## src/rtl/hazard_lock_ctrl.sv

```systemverilog
// ---------------------------------------------------------------------------
// hazard_lock_ctrl
//
// Pipeline sequencing controller for the IF_ID and DEC_ALU pipeline
// registers. It decides each cycle whether the front end advances, whether
// DEC_ALU loads a bubble, and whether IF_ID is flushed. Three stall sources
// are handled, highest priority first:
//   1. taken branch / jump in the ALU stage  -> flush IF_ID, bubble DEC_ALU
//   2. multi-cycle ALU op                    -> hold IF_ID and DEC_ALU
//   3. load-use hazard                       -> hold IF_ID, bubble DEC_ALU
//
// Configuration:
//   HAZARD_PERF_CNT_EN  when defined, stallCount counts stalled cycles
//                       (saturating at 16'hFFFF); when undefined it is
//                       tied to zero and its register is not built.
//
// Parameters:
//   OPW           opcode width
//   RAW           register address width
//   MC_CYCLES     stall cycles per multi-cycle ALU op (1..15)
//   LOAD_BUBBLES  bubbles inserted per load-use hazard (1..3)
//
// Ports:
//   clk            clock, rising edge
//   reset          asynchronous reset, active-low
//   opCodeEx       opcode held in the ALU stage
//   exValid        ALU stage holds a valid, non-bubble instruction
//   rdAddrEx       ALU-stage destination register
//   writeEnableEx  ALU-stage instruction writes rd
//   mcReqEx        ALU-stage instruction is a multi-cycle op
//   branchTaken    ALU stage resolved a taken branch or jump this cycle
//   rs1AddrDec     decode-stage source register 1
//   rs2AddrDec     decode-stage source register 2
//   useRs1Dec      decode stage reads rs1
//   useRs2Dec      decode stage reads rs2
//   advanceIF      PC and IF_ID load enable
//   advanceDec     DEC_ALU load enable (locker)
//   bubbleDec      DEC_ALU loads a NOP
//   flushIFID      IF_ID loads a NOP
//   state          FSM state: 0 = RUN, 1 = LOAD_STALL, 2 = MC_WAIT
//   stallCount     count of stalled cycles
//
// All control outputs are Mealy: they depend on the registered state and
// counter plus the current inputs, and take effect at the next clk edge.
// ---------------------------------------------------------------------------
module hazard_lock_ctrl #(
    parameter int OPW          = 7,
    parameter int RAW          = 5,
    parameter int MC_CYCLES    = 4,
    parameter int LOAD_BUBBLES = 1
) (
    input  logic           clk,
    input  logic           reset,
    input  logic [OPW-1:0] opCodeEx,
    input  logic           exValid,
    input  logic [RAW-1:0] rdAddrEx,
    input  logic           writeEnableEx,
    input  logic           mcReqEx,
    input  logic           branchTaken,
    input  logic [RAW-1:0] rs1AddrDec,
    input  logic [RAW-1:0] rs2AddrDec,
    input  logic           useRs1Dec,
    input  logic           useRs2Dec,
    output logic           advanceIF,
    output logic           advanceDec,
    output logic           bubbleDec,
    output logic           flushIFID,
    output logic [1:0]     state,
    output logic [15:0]    stallCount
);

    typedef enum logic [1:0] {
        RUN        = 2'd0,
        LOAD_STALL = 2'd1,
        MC_WAIT    = 2'd2
    } state_t;

    localparam logic [OPW-1:0] LOAD_OP = OPW'(7'b0000011);

    // The first stall cycle of either kind happens while still in RUN, so
    // the counters are preloaded with one less than the remaining cycles.
    localparam logic [3:0] MC_INIT = 4'(MC_CYCLES - 1);
    localparam logic [3:0] LB_INIT = 4'((LOAD_BUBBLES > 1) ? (LOAD_BUBBLES - 2) : 0);

    state_t     state_q, state_d;
    logic [3:0] cnt_q, cnt_d;
    logic       load_use;

    // -----------------------------------------------------------------------
    // Load-use detection: a valid load in the ALU stage writing a non-zero
    // register that the decode stage is about to read.
    // -----------------------------------------------------------------------
    always_comb begin
        load_use = exValid && (opCodeEx == LOAD_OP) && writeEnableEx &&
                   (rdAddrEx != '0) &&
                   ((useRs1Dec && (rs1AddrDec == rdAddrEx)) ||
                    (useRs2Dec && (rs2AddrDec == rdAddrEx)));
    end

    // -----------------------------------------------------------------------
    // State register
    // -----------------------------------------------------------------------
    // NOTE: sequential state uses non-blocking assignments so every register
    // samples the pre-edge values, independent of process evaluation order.
    always_ff @(posedge clk or negedge reset) begin
        if (!reset) begin
            state_q <= RUN;
            cnt_q   <= 4'd0;
        end else begin
            state_q <= state_d;
            cnt_q   <= cnt_d;
        end
    end

    // -----------------------------------------------------------------------
    // Next-state and Mealy outputs
    // -----------------------------------------------------------------------
    // NOTE: every output of this block is assigned a default first, so no
    // path through the case statement can leave a value held (no latches).
    always_comb begin
        state_d    = state_q;
        cnt_d      = cnt_q;
        advanceIF  = 1'b1;
        advanceDec = 1'b1;
        bubbleDec  = 1'b0;
        flushIFID  = 1'b0;

        if (!reset) begin
            // Fill the pipe with NOPs while reset is held.
            advanceIF  = 1'b0;
            advanceDec = 1'b1;
            bubbleDec  = 1'b1;
            flushIFID  = 1'b1;
            state_d    = RUN;
            cnt_d      = 4'd0;
        end else if (branchTaken) begin
            // Wrong-path instructions in IF_ID and decode are squashed; any
            // stall in progress belongs to a squashed or completed sequence.
            advanceIF  = 1'b1;
            advanceDec = 1'b1;
            bubbleDec  = 1'b1;
            flushIFID  = 1'b1;
            state_d    = RUN;
            cnt_d      = 4'd0;
        end else begin
            unique case (state_q)
                RUN: begin
                    if (mcReqEx && exValid) begin
                        advanceIF  = 1'b0;
                        advanceDec = 1'b0;
                        state_d    = MC_WAIT;
                        cnt_d      = MC_INIT;
                    end else if (load_use) begin
                        advanceIF  = 1'b0;
                        advanceDec = 1'b1;
                        bubbleDec  = 1'b1;
                        if (LOAD_BUBBLES > 1) begin
                            state_d = LOAD_STALL;
                            cnt_d   = LB_INIT;
                        end
                    end
                end

                LOAD_STALL: begin
                    // The hazard is not re-checked here: the bubble count
                    // was fixed when the hazard was first seen.
                    advanceIF  = 1'b0;
                    advanceDec = 1'b1;
                    bubbleDec  = 1'b1;
                    if (cnt_q == 4'd0) begin
                        state_d = RUN;
                    end else begin
                        cnt_d = cnt_q - 4'd1;
                    end
                end

                MC_WAIT: begin
                    // mcReqEx stays high while the op is held, so it is
                    // ignored here; cnt alone decides the release cycle.
                    if (cnt_q != 4'd0) begin
                        advanceIF  = 1'b0;
                        advanceDec = 1'b0;
                        cnt_d      = cnt_q - 4'd1;
                    end else begin
                        state_d = RUN;
                    end
                end

                default: begin
                    state_d = RUN;
                    cnt_d   = 4'd0;
                end
            endcase
        end
    end

    assign state = state_q;

    // -----------------------------------------------------------------------
    // Stall performance counter
    // -----------------------------------------------------------------------
`ifdef HAZARD_PERF_CNT_EN
    logic [15:0] stall_cnt_q;

    always_ff @(posedge clk or negedge reset) begin
        if (!reset) begin
            stall_cnt_q <= 16'h0000;
        end else if (!advanceIF && !branchTaken && (stall_cnt_q != 16'hFFFF)) begin
            stall_cnt_q <= stall_cnt_q + 16'd1;
        end
    end

    assign stallCount = stall_cnt_q;
`else
    assign stallCount = 16'h0000;
`endif

endmodule

```

## config.mk

```make
export PLATFORM = sky130hd
export DESIGN_NAME = hazard_lock_ctrl
export DESIGN_NICKNAME = d
export VERILOG_FILES = /design/src/rtl/hazard_lock_ctrl.sv
export SDC_FILE = /design/constraint.sdc
export NUM_CORES = 1
export LEC_CHECK = 0
export ABC_AREA = 1
export BUFFER_PORTS_ARGS = -buffer_cell sky130_fd_sc_hd__buf_4
export CAP_MARGIN = 20
export CELL_PAD_IN_SITES_DETAIL_PLACEMENT = 0
export CELL_PAD_IN_SITES_GLOBAL_PLACEMENT = 1
export CORE_MARGIN = 4
export CORE_UTILIZATION = 26
export CTS_BUF_LIST = sky130_fd_sc_hd__clkbuf_8
export DETAILED_ROUTE_END_ITERATION = 8
export PLACE_DENSITY = 0.85
export SYNTH_ARGS = -nofsm -noshare
export SYNTH_HDL_FRONTEND = slang
export SYNTH_SLANG_ARGS = --single-unit
```

## constraint.sdc

```tcl
create_clock -name clk -period 1.6 [get_ports clk]
set_input_delay 0 -clock clk [delete_from_list [all_inputs] [get_ports clk]]
set_output_delay 0 -clock clk [all_outputs]
set_load 0.02 [all_outputs]
```

# == Word-level counts from Yosys, hierarchy flattened ==
# Cells that the tools add are included.
# totals
regBits,6
in_bits,30
word_cells,56
# op_classes
n_reduce_logical,14
eq_ne,10
addsub,1
muxes,29
# ops
op,n
$mux 4,5
$ne 4x4->1 const B,5
$mux 1,14
$pmux 4 s3,1
$eq 5x5->1,2
$mux 2,5
$eq 7x2->1 const B,1
$logic_and 1x1->1,7
$pmux 2 s3,1
$reduce_and 3->1,2
$reduce_bool 5->1,1
$logic_not 4->1,1
$pmux 1 s2,2
$reduce_bool 4->1,1
$sub 4x1->4 const B,1
$pmux 1 s3,1
$eq 2x1->1 const B,1
$eq 2x2->1 const B,1
$logic_not 2->1,1
$logic_or 1x1->1,1

# == Logic depth before layout (Yosys ltp) ==
# Gate-level depths: netlist of the first run.
# depth
ltp_word,10
mapped_depth,9
ltp_nobuf,9

# == Least setup slack after synthesis of the first run ==
# Ideal clock, no wire load.
# synth_path
path_kind,register to register
start,register cnt_q[0]
end,register cnt_q[3]
required_time_ps,1481
t_arrival_ps,1125
path_buffers,0
synth_period_minus_slack_ps,1244
stages_incl_launch_ff,9
setup_slack_ps,356
cell_sequence,dfrtp_1 inv_1 ha_1 nand4_1 nand2_4 nand2_4 nand2_2 a21oi_2 o21a_1
# synth_between
elab_chain_cells,5
# synth_lines
element,line_no,text
"start, declared",86,"logic [3:0] cnt_q, cnt_d;"
"start signal, assigned",111,cnt_q <= cnt_d;
$sub 4x1->4,"173, 183",
"$mux 4, on equally long branches","180, 170",
$pmux 4 s3,146,unique case (state_q)
$mux 4,136,end else if (branchTaken) begin
$mux 4,128,if (!reset) begin
# Parallel ways exist; a longest one is shown, timed or not. The select of a mux whose other input is x is not followed.
# A chain may end at the register's enable or synchronous reset.

# == Worst setup path in the final report of the first run ==
# layout_path
start,register cnt_q[0]
end,output advanceIF
# layout_between
elab_chain_cells,5
# layout_lines
element,line_no,text
$reduce_bool 4->1,180,if (cnt_q != 4'd0) begin
$mux 1,180,
$pmux 1 s3,146,
$mux 1,136,
$mux 1,128,
"end, declared",64,"output logic advanceIF,"
# Every way passes these cells.

==> PnR_summary.wiki, run 1 <==
{| class="wikitable"
! Metric !! Value
|-
| Family with the most delay on the worst path || flip-flops
|-
| Cell count after placement || 185
|-
| Part of the power in combinational logic || 37.0%
|-
| Detailed placement HPWL || 1.60 mm
|-
| Most common flop cell mapped by yosys || dfrtp_1
|-
| Share of flip-flops with an asynchronous set or reset || 100%
|-
| Layout filler cell count || 276
|-
| Leading cell type in the layout, fill and taps excluded || nand2_1
|-
| GP Congestion || 0.869
|-
| Post-synthesis instance total || 122
|-
| WP buf/inv || 3
|-
| Post-synthesis cell type count || 21
|-
| Clock root buffer || clkbuf_8
|-
| Antenna Cells || 0
|-
| Die W || 60.8 um
|-
| Area Growth Syn to Fin || 38.7%
|-
| Part of the Yosys area used for sequential elements || 17.3%
|-
| Min Tclk post-route || 1.47 ns
|-
| Number of levels in the clock H-tree || 1
|-
| Vias in the first global route || 737
|-
| Number of antenna violations at the first check in global routing || 0
|-
| Post-CTS Repair Setup Buffers || 0
|-
| Achievable clock frequency || 0.679 GHz
|-
| Sw Pwr || 0.195 mW
|-
| Setup repair after global routing missed its margin || no
|-
| Synth Register Bits || 5
|-
| Startpoint-to-endpoint class of the critical path || flip-flop to primary output
|-
| Post-cts repair resize count || 0
|-
| Critical path data arrival time || 1.47 ns
|-
| CTS tree || built
|-
| Dominant combinational cell family by area after synthesis || simple AND/OR/NAND/NOR gates
|-
| Share of cells above drive strength 1 || 29.4%
|-
| Clk Latency, worst-skew pair || 0.22 ns
|-
| Leakage power of the design || 0.616 nW
|-
| Share of power burned in registers || 23.7%
|-
| Average via count per standard cell || 3.94
|-
| Placed cell area || 950 um2
|-
| Max-slew violation total from the final report || 0
|-
| Number of flops mapped to enable cells by yosys || 0
|-
| Worst clock skew on the final layout || 0.00309 ns
|-
| First-pass GRT wire length || 2.86 mm
|-
| Count of synthesis-stage warnings from yosys || 0
|-
| Multi-input gate area in the final layout || 438 um2
|-
| Relative contribution of the clock network to total power || 39.3%
|-
| Outcome || complete, no violations
|-
| Drt wl/cell || 9.48 um
|-
| Remaining number of nets flagged by the antenna check after routing || 0
|-
| Critical path, cell by cell || inv_1, ha_1, nand4_1, inv_1, nor2_1, a21oi_1, buf_4
|-
| Maximum capacitance violations || 0
|-
| Most frequent CP cell || inv_1
|-
| GRT Residual Overflow || 0
|-
| Area fraction in compound gates after synthesis || 8.12%
|-
| Internal || 0.389 mW
|-
| Crit share post-route || 92.0%
|-
| Number of placement rows || 18
|-
| Area taken by flip-flops and latches || 125 um2
|-
| Number of buffer cells added on primary ports || 34
|-
| Avg Cell Area, Syn || 5.94 um2
|-
| Worst-path fanout max || 4
|-
| Maximum number of pins on one net before global-route repair || 7
|-
| Clock transition at the registers of the reported paths || 0.04 ns
|-
| Type of the most critical hold path || input pin to async pin
|-
| CTS Buffer Depth || 2
|-
| Switching portion of total power || 33.4%
|-
| Setup crit end kind || primary output
|-
| Sum Neg Setup Slack || 0 ns
|-
| Pre-CTS setup slack || 0.216 ns
|-
| Worst setup slack after layout || 0.128 ns
|-
| Post-synthesis cell area || 724 um2
|-
| Worst vdd ir || 0.471 mV
|-
| Count of non-filler cells in the finished layout || 190
|-
| Clock Sink Count || 5
|-
| Max stage delay on crit path || 0.36 ns
|-
| Number of ports placed on the die boundary || 52
|-
| Violation count after the first detailed-routing iteration || 25
|-
| Total routing resource utilization after global routing || 10.2%
|-
| Post-route cell area || 1000 um2
|-
| # setup viols final || 0
|-
| Crit path required time || 1.60 ns
|-
| Core region area || 2570 um2
|-
| Die span in y || 60.8 um
|-
| Final hold violation count || 0
|-
| Number of detailed-route iterations in the first pass || 4
|-
| Area share of fa/ha/maj cells after synthesis || 3.45%
|-
| Num CTS Buffers || 3
|-
| Critical-path top delay cell || dfrtp_1
|-
| Remaining design rule violation count || 0
|-
| Kind of launch point of the worst setup path || flip-flop
|-
| Detailed-route via count || 748
|-
| Die Footprint || 3690 um2
|-
| Commonest cells after routing, fill and taps aside || nand2_1 (36), buf_4 (34), inv_1 (24)
|-
| Power per standard cell area || 582 nW/um2
|-
| Simple-gate area share of the yosys netlist || 40.1%
|-
| Multiplexer share of the synthesized area || 0%
|-
| Final wirelength || 1.80 mm
|-
| Final net count || 193
|-
| Xor and xnor area share after synthesis || 0%
|-
| Initial core utilization || 28.2%
|}
path summary, 6_finish.rpt:
kind	start	endpoint	slack, ns	depth (start not counted)
max	cnt_q[0]	advanceIF	0.13	7
min in group clk	branchTaken	cnt_q[1]	0.13	4
max reg2reg	cnt_q[0]	cnt_q[3]	0.21	8
min reg2reg	cnt_q[2]	cnt_q[2]	0.55	2
max in group asynchronous	reset	cnt_q[0]	1.36	2
min	reset	cnt_q[2]	0.12	2
worst register-to-register path: cells and delay by family (launching register included):
family,cells,cell delay [ns]
DFF,1,0.36
adders and majority gates,1,0.18
AOI/OAI and AO/OA,2,0.16
and+or+nand+nor,4,0.45
buffers and inverters,1,0.11
final cells by class:
type | instances | share of cell area, %
Clock inverter | 1 | 0.374
Multi-Input combinational cell | 91 | 43.6
Timing Repair Buffer | 35 | 26.4
Clock buffer | 3 | 4.11
Inverter | 25 | 9.34
Sequential cell | 5 | 12.5
Tap cell | 30 | 3.74
cell usage after synthesis, types with 2 or more instances:
library cell | count | area share [%]
nand2_4 | 3 | 4.7
nor3_1 | 3 | 2.1
nor2_4 | 2 | 3.1
o21ai_0 | 4 | 2.8
nand2_1 | 36 | 19
inv_2 | 2 | 1.0
nand3_1 | 4 | 2.8
ha_1 | 2 | 3.5
inv_1 | 23 | 12
a21oi_1 | 2 | 1.4
buf_4 | 17 | 18
nand2_2 | 2 | 1.7
dfrtp_1 | 5 | 17
nor2_1 | 10 | 5.2
cell families after synthesis:
family / count (synthesis)
AOI/OAI and AO/OA: 10
adders and majority gates: 2
buffers and inverters: 42
DFF: 5
other: 1
and+or+nand+nor: 62
flip-flops by register name, summed over array words and instances, names as in the netlist:
| signal | count |
|---|---|
| cnt_q | 4 |
| state | 1 |
power by group through the flow:
| stage | registers [mW] | logic [mW] | clock network (mW) |
|---|---|---|---|
| after global placement | 0.139 | 0.210 | 0 |
| final | 0.138 | 0.216 | 0.230 |
| after CTS | 0.138 | 0.217 | 0.236 |
| after global routing | 0.139 | 0.243 | 0.249 |
| after detailed placement | 0.140 | 0.215 | 0 |
| after floorplan | 0.140 | 0.157 | 0 |
metrics by stage:
stage	hold slack (ns)	total power, mW	util, %
floorplan	-0.296	0.297	-
global placement	-0.190	0.350	37.0
detailed placement	-0.189	0.354	37.0
CTS	0.117	0.592	39.1
global route	0.133	0.631	39.1
finish	0.123	0.584	39.1
routing by layer:
| metal | track usage, % | wire length (um) | part of all wire, % | vias up |
|---|---|---|---|---|
| met5 | 0 | 0 | 0 | - |
| met4 | 2.79 | 0 | 0 | 0 |
| met3 | 3.62 | 226 | 13 | 0 |
| met2 | 18.2 | 882 | 49 | 44 |
| met1 | 11.4 | 693 | 38 | 301 |
| li1 | - | - | - | 403 |
timing repair:
item,CTS,global route
endpoints found under the setup margin,0,0
hold endpoints to repair,5,0
hold buffers,1,0
(Power assumes the default switching activity.)
==> run 2, diff against run 1 <==
BUFFER_PORTS_ARGS = not set   (was -buffer_cell sky130_fd_sc_hd__buf_4)
CORE_UTILIZATION = 35   (was 26)
DONT_BUFFER_PORTS = 1   (was not set)
PLACE_DENSITY = 0.74   (was 0.85)
==> PnR_summary.wiki, run 2 (synthesis results as in run 1) <==
{| class="wikitable"
! Metric !! Value
|-
| Die Footprint || 2860 um2 (-23%)
|-
| Number of levels in the clock H-tree || 1 (unchanged)
|-
| Sum Neg Setup Slack || 0 ns (unchanged)
|-
| Maximum capacitance violations || 0 (unchanged)
|-
| Share of cells above drive strength 1 || 11.0% (-18 points)
|-
| CTS Buffer Depth || 2 (unchanged)
|-
| Most frequent CP cell || inv_1
|-
| Violation count after the first detailed-routing iteration || 5 (-80%)
|-
| Startpoint-to-endpoint class of the critical path || flip-flop to primary output
|-
| Remaining number of nets flagged by the antenna check after routing || 0 (unchanged)
|-
| GRT Residual Overflow || 0 (unchanged)
|-
| Count of non-filler cells in the finished layout || 154 (-19%)
|-
| Worst vdd ir || 0.483 mV (+2.6%)
|-
| Initial core utilization || 36.9% (+8.7 points)
|-
| Leakage power of the design || 0.458 nW (-26%)
|-
| Outcome || complete, no violations
|-
| Type of the most critical hold path || input pin to async pin
|-
| Commonest cells after routing, fill and taps aside || nand2_1 (36), inv_1 (24), conb_1 (17)
|-
| Largest register by flop count || cnt_q
|-
| Worst clock skew on the final layout || 0.00122 ns (-0.00186 ns)
|-
| Critical path data arrival time || 1.42 ns (-0.05 ns)
|-
| Max stage delay on crit path || 0.37 ns (about the same)
|-
| Average via count per standard cell || 4.17 (+5.9%)
|-
| Clock Sink Count || 5 (unchanged)
|-
| Core region area || 1960 um2 (-24%)
|-
| Detailed-route via count || 642 (-14%)
|-
| Kind of launch point of the worst setup path || flip-flop
|-
| Area Growth Syn to Fin || 4.84%
|-
| Power per standard cell area || 676 nW/um2 (+16%)
|-
| Die W || 53.5 um (-12%)
|-
| Crit path required time || 1.60 ns (about the same)
|-
| Number of antenna violations at the first check in global routing || 0 (unchanged)
|-
| Critical path, cell by cell || inv_1, ha_1, nand4_1, inv_1, nor2_1, a21oi_2
|-
| Setup crit end kind || primary output
|-
| Cell count after placement || 148 (-20%)
|-
| WP buf/inv || 2 (-1)
|-
| Crit share post-route || 88.9% (-3.1 points)
|-
| Clock transition at the registers of the reported paths || 0.03 ns (about the same)
|-
| Final net count || 160 (-17%)
|-
| Clock root buffer || clkbuf_8
|-
| Detailed placement HPWL || 1.30 mm (-19%)
|-
| Final hold violation count || 0 (unchanged)
|-
| First-pass GRT wire length || 2.38 mm (-17%)
|-
| Clk Latency, worst-skew pair || 0.22 ns (about the same)
|-
| Remaining design rule violation count || 0 (unchanged)
|-
| Drt wl/cell || 9.79 um (+3.2%)
|-
| Number of placement rows || 16 (-2)
|-
| Die span in y || 53.5 um (-12%)
|-
| Critical-path top delay cell || dfrtp_1
|-
| Leading cell type in the layout, fill and taps excluded || nand2_1
|-
| Total routing resource utilization after global routing || 11.9% (+1.7 points)
|-
| Maximum number of pins on one net before global-route repair || 6 (-1)
|-
| Final hold slack || 0.0666 ns (-0.0566 ns)
|-
| GP Congestion || 0.734 (-16%)
|-
| Max-slew violation total from the final report || 0 (unchanged)
|-
| Achievable clock frequency || 0.703 GHz (+3.4%)
|-
| Setup repair after global routing missed its margin || no
|-
| Final wirelength || 1.51 mm (-16%)
|-
| Family with the most delay on the worst path || flip-flops
|-
| CTS tree || built
|-
| Number of buffer cells added on primary ports || 0 (-100%)
|-
| # setup viols final || 0 (unchanged)
|-
| Largest register FFs || 4 (unchanged)
|-
| Worst-path fanout max || 4 (unchanged)
|-
| Number of detailed-route iterations in the first pass || 2 (-2)
|-
| Vias in the first global route || 620 (-16%)
|-
| Antenna Cells || 0 (unchanged)
|-
| Num CTS Buffers || 3 (unchanged)
|-
| Min Tclk post-route || 1.42 ns (-0.0489 ns)
|-
| Number of ports placed on the die boundary || 52 (unchanged)
|}
-- run 2: cell types whose count changed in the layout (fill, tap and decap cells not counted), sizes merged --
cell and change:
buf -34, dlygate4sd3 +1
-- run 2: layout make-up --
type,instances,area (um2)
Timing Repair Buffer,2,20.0
Clock inverter,1,3.75
Fill cell,233,1200
Multi-Input combinational cell,91,442
Clock buffer,3,41.3
Tap cell,27,33.8
Inverter,25,93.8
Sequential cell,5,125
-- run 2: worst paths after layout --
| check | from | endpoint | slack [ns] | depth (start not counted) |
|---|---|---|---|---|
| worst max-delay path | cnt_q[0] | advanceIF | 0.18 | 6 |
| worst min-delay path | reset | state[1] | 0.07 | 1 |
| worst max register to register | cnt_q[0] | cnt_q[2] | 0.28 | 8 |
| worst min register to register | cnt_q[2] | cnt_q[2] | 0.56 | 2 |
| max in group asynchronous | reset | cnt_q[3] | 1.34 | 1 |
| min in group clk | exValid | state[1] | 0.12 | 4 |
-- run 2: metal layers --
| metal | up-vias | part of all wire (%) | track usage [%] |
|---|---|---|---|
| met5 | - | 0 | 0 |
| met4 | 0 | 2.6 | 9.79 |
| met3 | 4 | 12 | 4.51 |
| met2 | 34 | 48 | 19.6 |
| met1 | 267 | 37 | 11.6 |
| li1 | 337 | - | - |
-- run 2: power by group --
part | leakage (nW) | internal [mW] | switching (mW) | total, mW
sequential | 0.0679 | 0.134 | 0.00562 | 0.139
clock | 0.0269 | 0.165 | 0.0635 | 0.228
combinational | 0.363 | 0.0414 | 0.105 | 0.146
-- run 2: timing repair --
item | in CTS | in global routing
endpoints found under the setup margin | 0 | 1
hold buffers | 2 | 0
gates resized for setup | 0 | 1
endpoints found under the hold margin | 6 | 0
buffers inserted | 0 | 0
-- run 2: per-stage QoR --
step | total power [mW] | setup WS [ns] | area, um2 | utilization, %
6_report | 0.514 | 0.177 | 759 | 38.7
3_3_place_gp | 0.278 | 0.308 | 691 | 35.2
4_1_cts | 0.518 | 0.0587 | 756 | 38.5
5_1_grt | 0.549 | 0.0586 | 759 | 38.7
3_5_place_dp | 0.279 | 0.275 | 691 | 35.2
2_1_floorplan | 0.297 | 0.356 | 785 | -
==> run 3, diff against run 2 <==
PLACE_DENSITY = not set   (was 0.74)
PLACE_DENSITY_LB_ADDON = 0.2   (was not set)
==> PnR_summary.wiki, run 3 (synthesis results as in run 1) <==
{| class="wikitable"
! Metric !! Value
|-
| CTS tree || built
|-
| Vias in the first global route || 559 (-9.8%)
|-
| Clock transition at the registers of the reported paths || 0.03 ns (about the same)
|-
| Violation count after the first detailed-routing iteration || 7 (+2)
|-
| Min Tclk post-route || 1.42 ns (-0.00364 ns)
|-
| Drt wl/cell || 9.84 um (+0.60%)
|-
| Met2 global-route usage || 18.2% (-1.4 points)
|-
| Die span in y || 53.5 um (unchanged)
|-
| Remaining number of nets flagged by the antenna check after routing || 0 (unchanged)
|-
| # setup viols final || 0 (unchanged)
|-
| Post-route cell area || 759 um2 (unchanged)
|-
| Worst vdd ir || 0.609 mV (+26%)
|-
| Total routing resource utilization after global routing || 12.3% (+0.41 points)
|-
| Num CTS Buffers || 3 (unchanged)
|-
| GP Congestion || 0.812 (+11%)
|-
| Post-CTS Repair Setup Buffers || 0 (unchanged)
|-
| Worst setup slack after layout || 0.181 ns (+0.00364 ns)
|-
| Worst clock skew on the final layout || 0.00126 ns (+0.0000360 ns)
|-
| Share of cells above drive strength 1 || 11.0% (unchanged)
|-
| Leakage power of the design || 0.458 nW (unchanged)
|-
| Type of the most critical hold path || input pin to async pin
|-
| Final hold slack || 0.0704 ns (+0.00379 ns)
|-
| Number of buffer cells added on primary ports || 0 (unchanged)
|-
| Sum Neg Setup Slack || 0 ns (unchanged)
|-
| Maximum capacitance violations || 0 (unchanged)
|-
| Number of placement rows || 16 (unchanged)
|-
| Cell count after placement || 148 (unchanged)
|-
| Achievable clock frequency || 0.705 GHz (+0.26%)
|-
| First-pass GRT wire length || 2.41 mm (+1.2%)
|-
| Count of non-filler cells in the finished layout || 154 (unchanged)
|-
| Die W || 53.5 um (unchanged)
|-
| Placed cell area || 691 um2 (unchanged)
|-
| Die Footprint || 2860 um2 (unchanged)
|-
| Kind of launch point of the worst setup path || flip-flop
|-
| Maximum number of pins on one net before global-route repair || 6 (unchanged)
|-
| Clk Latency, worst-skew pair || 0.22 ns (about the same)
|-
| Crit share post-route || 88.7% (-0.23 points)
|-
| Number of ports placed on the die boundary || 52 (unchanged)
|-
| Final hold violation count || 0 (unchanged)
|-
| Area Growth Syn to Fin || 4.84% (unchanged)
|-
| Final net count || 160 (unchanged)
|-
| GRT Residual Overflow || 0 (unchanged)
|-
| Leading cell type in the layout, fill and taps excluded || nand2_1
|-
| Gr busiest metal || met2
|-
| Pre-CTS setup slack || 0.279 ns (+0.00406 ns)
|-
| Detailed placement HPWL || 1.29 mm (-0.36%)
|-
| Core region area || 1960 um2 (unchanged)
|-
| Commonest cells after routing, fill and taps aside || nand2_1 (36), inv_1 (24), conb_1 (17)
|-
| Largest register FFs || 4 (unchanged)
|-
| Met1 Track Usage GR || 13.8% (+2.2 points)
|-
| Outcome || complete, no violations
|-
| Largest register by flop count || cnt_q
|-
| Minimum setup slack among reg-to-reg paths || 0.28 ns (about the same)
|-
| Capture instance of the worst register-to-register path || cnt_q[3]
|-
| Power per standard cell area || 674 nW/um2 (-0.31%)
|-
| Remaining design rule violation count || 0 (unchanged)
|-
| CTS Buffer Depth || 2 (unchanged)
|-
| Antenna Cells || 0 (unchanged)
|-
| Detailed-route via count || 632 (-1.6%)
|-
| Met3 Track Usage GR || 4.51% (unchanged)
|-
| Number of levels in the clock H-tree || 1 (unchanged)
|-
| Setup crit end kind || primary output
|-
| Initial core utilization || 36.9% (unchanged)
|-
| Setup repair after global routing missed its margin || no
|-
| Average via count per standard cell || 4.10 (-1.6%)
|-
| Critical path data arrival time || 1.42 ns (about the same)
|-
| Number of antenna violations at the first check in global routing || 0 (unchanged)
|-
| Startpoint-to-endpoint class of the critical path || flip-flop to primary output
|-
| Max-slew violation total from the final report || 0 (unchanged)
|-
| Number of detailed-route iterations in the first pass || 3 (+1)
|-
| Worst-path fanout max || 4 (unchanged)
|-
| Crit path required time || 1.60 ns (about the same)
|-
| Clock root buffer || clkbuf_8
|-
| Clock Sink Count || 5 (unchanged)
|-
| Reg-to-Reg Start || cnt_q[0]
|-
| Final wirelength || 1.52 mm (+0.60%)
|-
| Number of cells on the worst reg-to-reg path || 8 (unchanged)
|}
-- run 3: cell counts in the layout (fill, tap and decap cells not counted) --
Identical to the previous run, type by type.
-- run 3: how the worst max path moves through the flow --
stage,from,slack [ns],end,cells after the start
global placement,cnt_q[1],0.30,cnt_q[3],8
CTS,cnt_q[0],0.05,advanceIF,6
floorplan,cnt_q[0],0.36,cnt_q[3],8
detailed placement,cnt_q[0],0.28,cnt_q[3],8
finish,cnt_q[0],0.18,advanceIF,6
global route,cnt_q[1],0.04,advanceIF,6
-- run 3: timing repair --
item                                    4_1_cts  5_1_grt
endpoints found under the setup margin        0        1
hold buffers                                  2        0
endpoints found under the hold margin         6        0
resized for setup                             0        1
-- run 3: per-layer routing --
metal | routed length [um] | vias to the layer above
met4 | 44 | 0
met3 | 195 | 5
met1 | 580 | 256
met2 | 695 | 33
li1 | - | 338
met5 | 0 | -
-- run 3: worst max-delay path, cell delays in order, from the launching register on --
cell	delay, ns
dfrtp_1	0.37
inv_1	0.10
ha_1	0.15
nand4_1	0.16
inv_1	0.10
nor2_1	0.05
a21oi_2	0.26
-- run 3: through the flow --
stage          power (mW)  utilization (%)
4_1_cts             0.518             38.5
3_3_place_gp        0.278             35.2
3_5_place_dp        0.279             35.2
6_report            0.512             38.7
5_1_grt             0.554             38.7
2_1_floorplan       0.297                -
-- run 3: where the power goes --
part	switching, mW	total (mW)	internal, mW
sequential	0.00565	0.139	0.134
combinational	0.105	0.146	0.0414
clock	0.0623	0.227	0.164
-- run 3: area by class of cell --
class / count / area, um2
clock buffers: 3 / 41.3
clock inverters: 1 / 3.75
fillers: 238 / 1200
inverters: 25 / 93.8
multi-input cells: 91 / 442
flip-flops and latches: 5 / 125
well taps: 27 / 33.8
repair buffers: 2 / 20.0
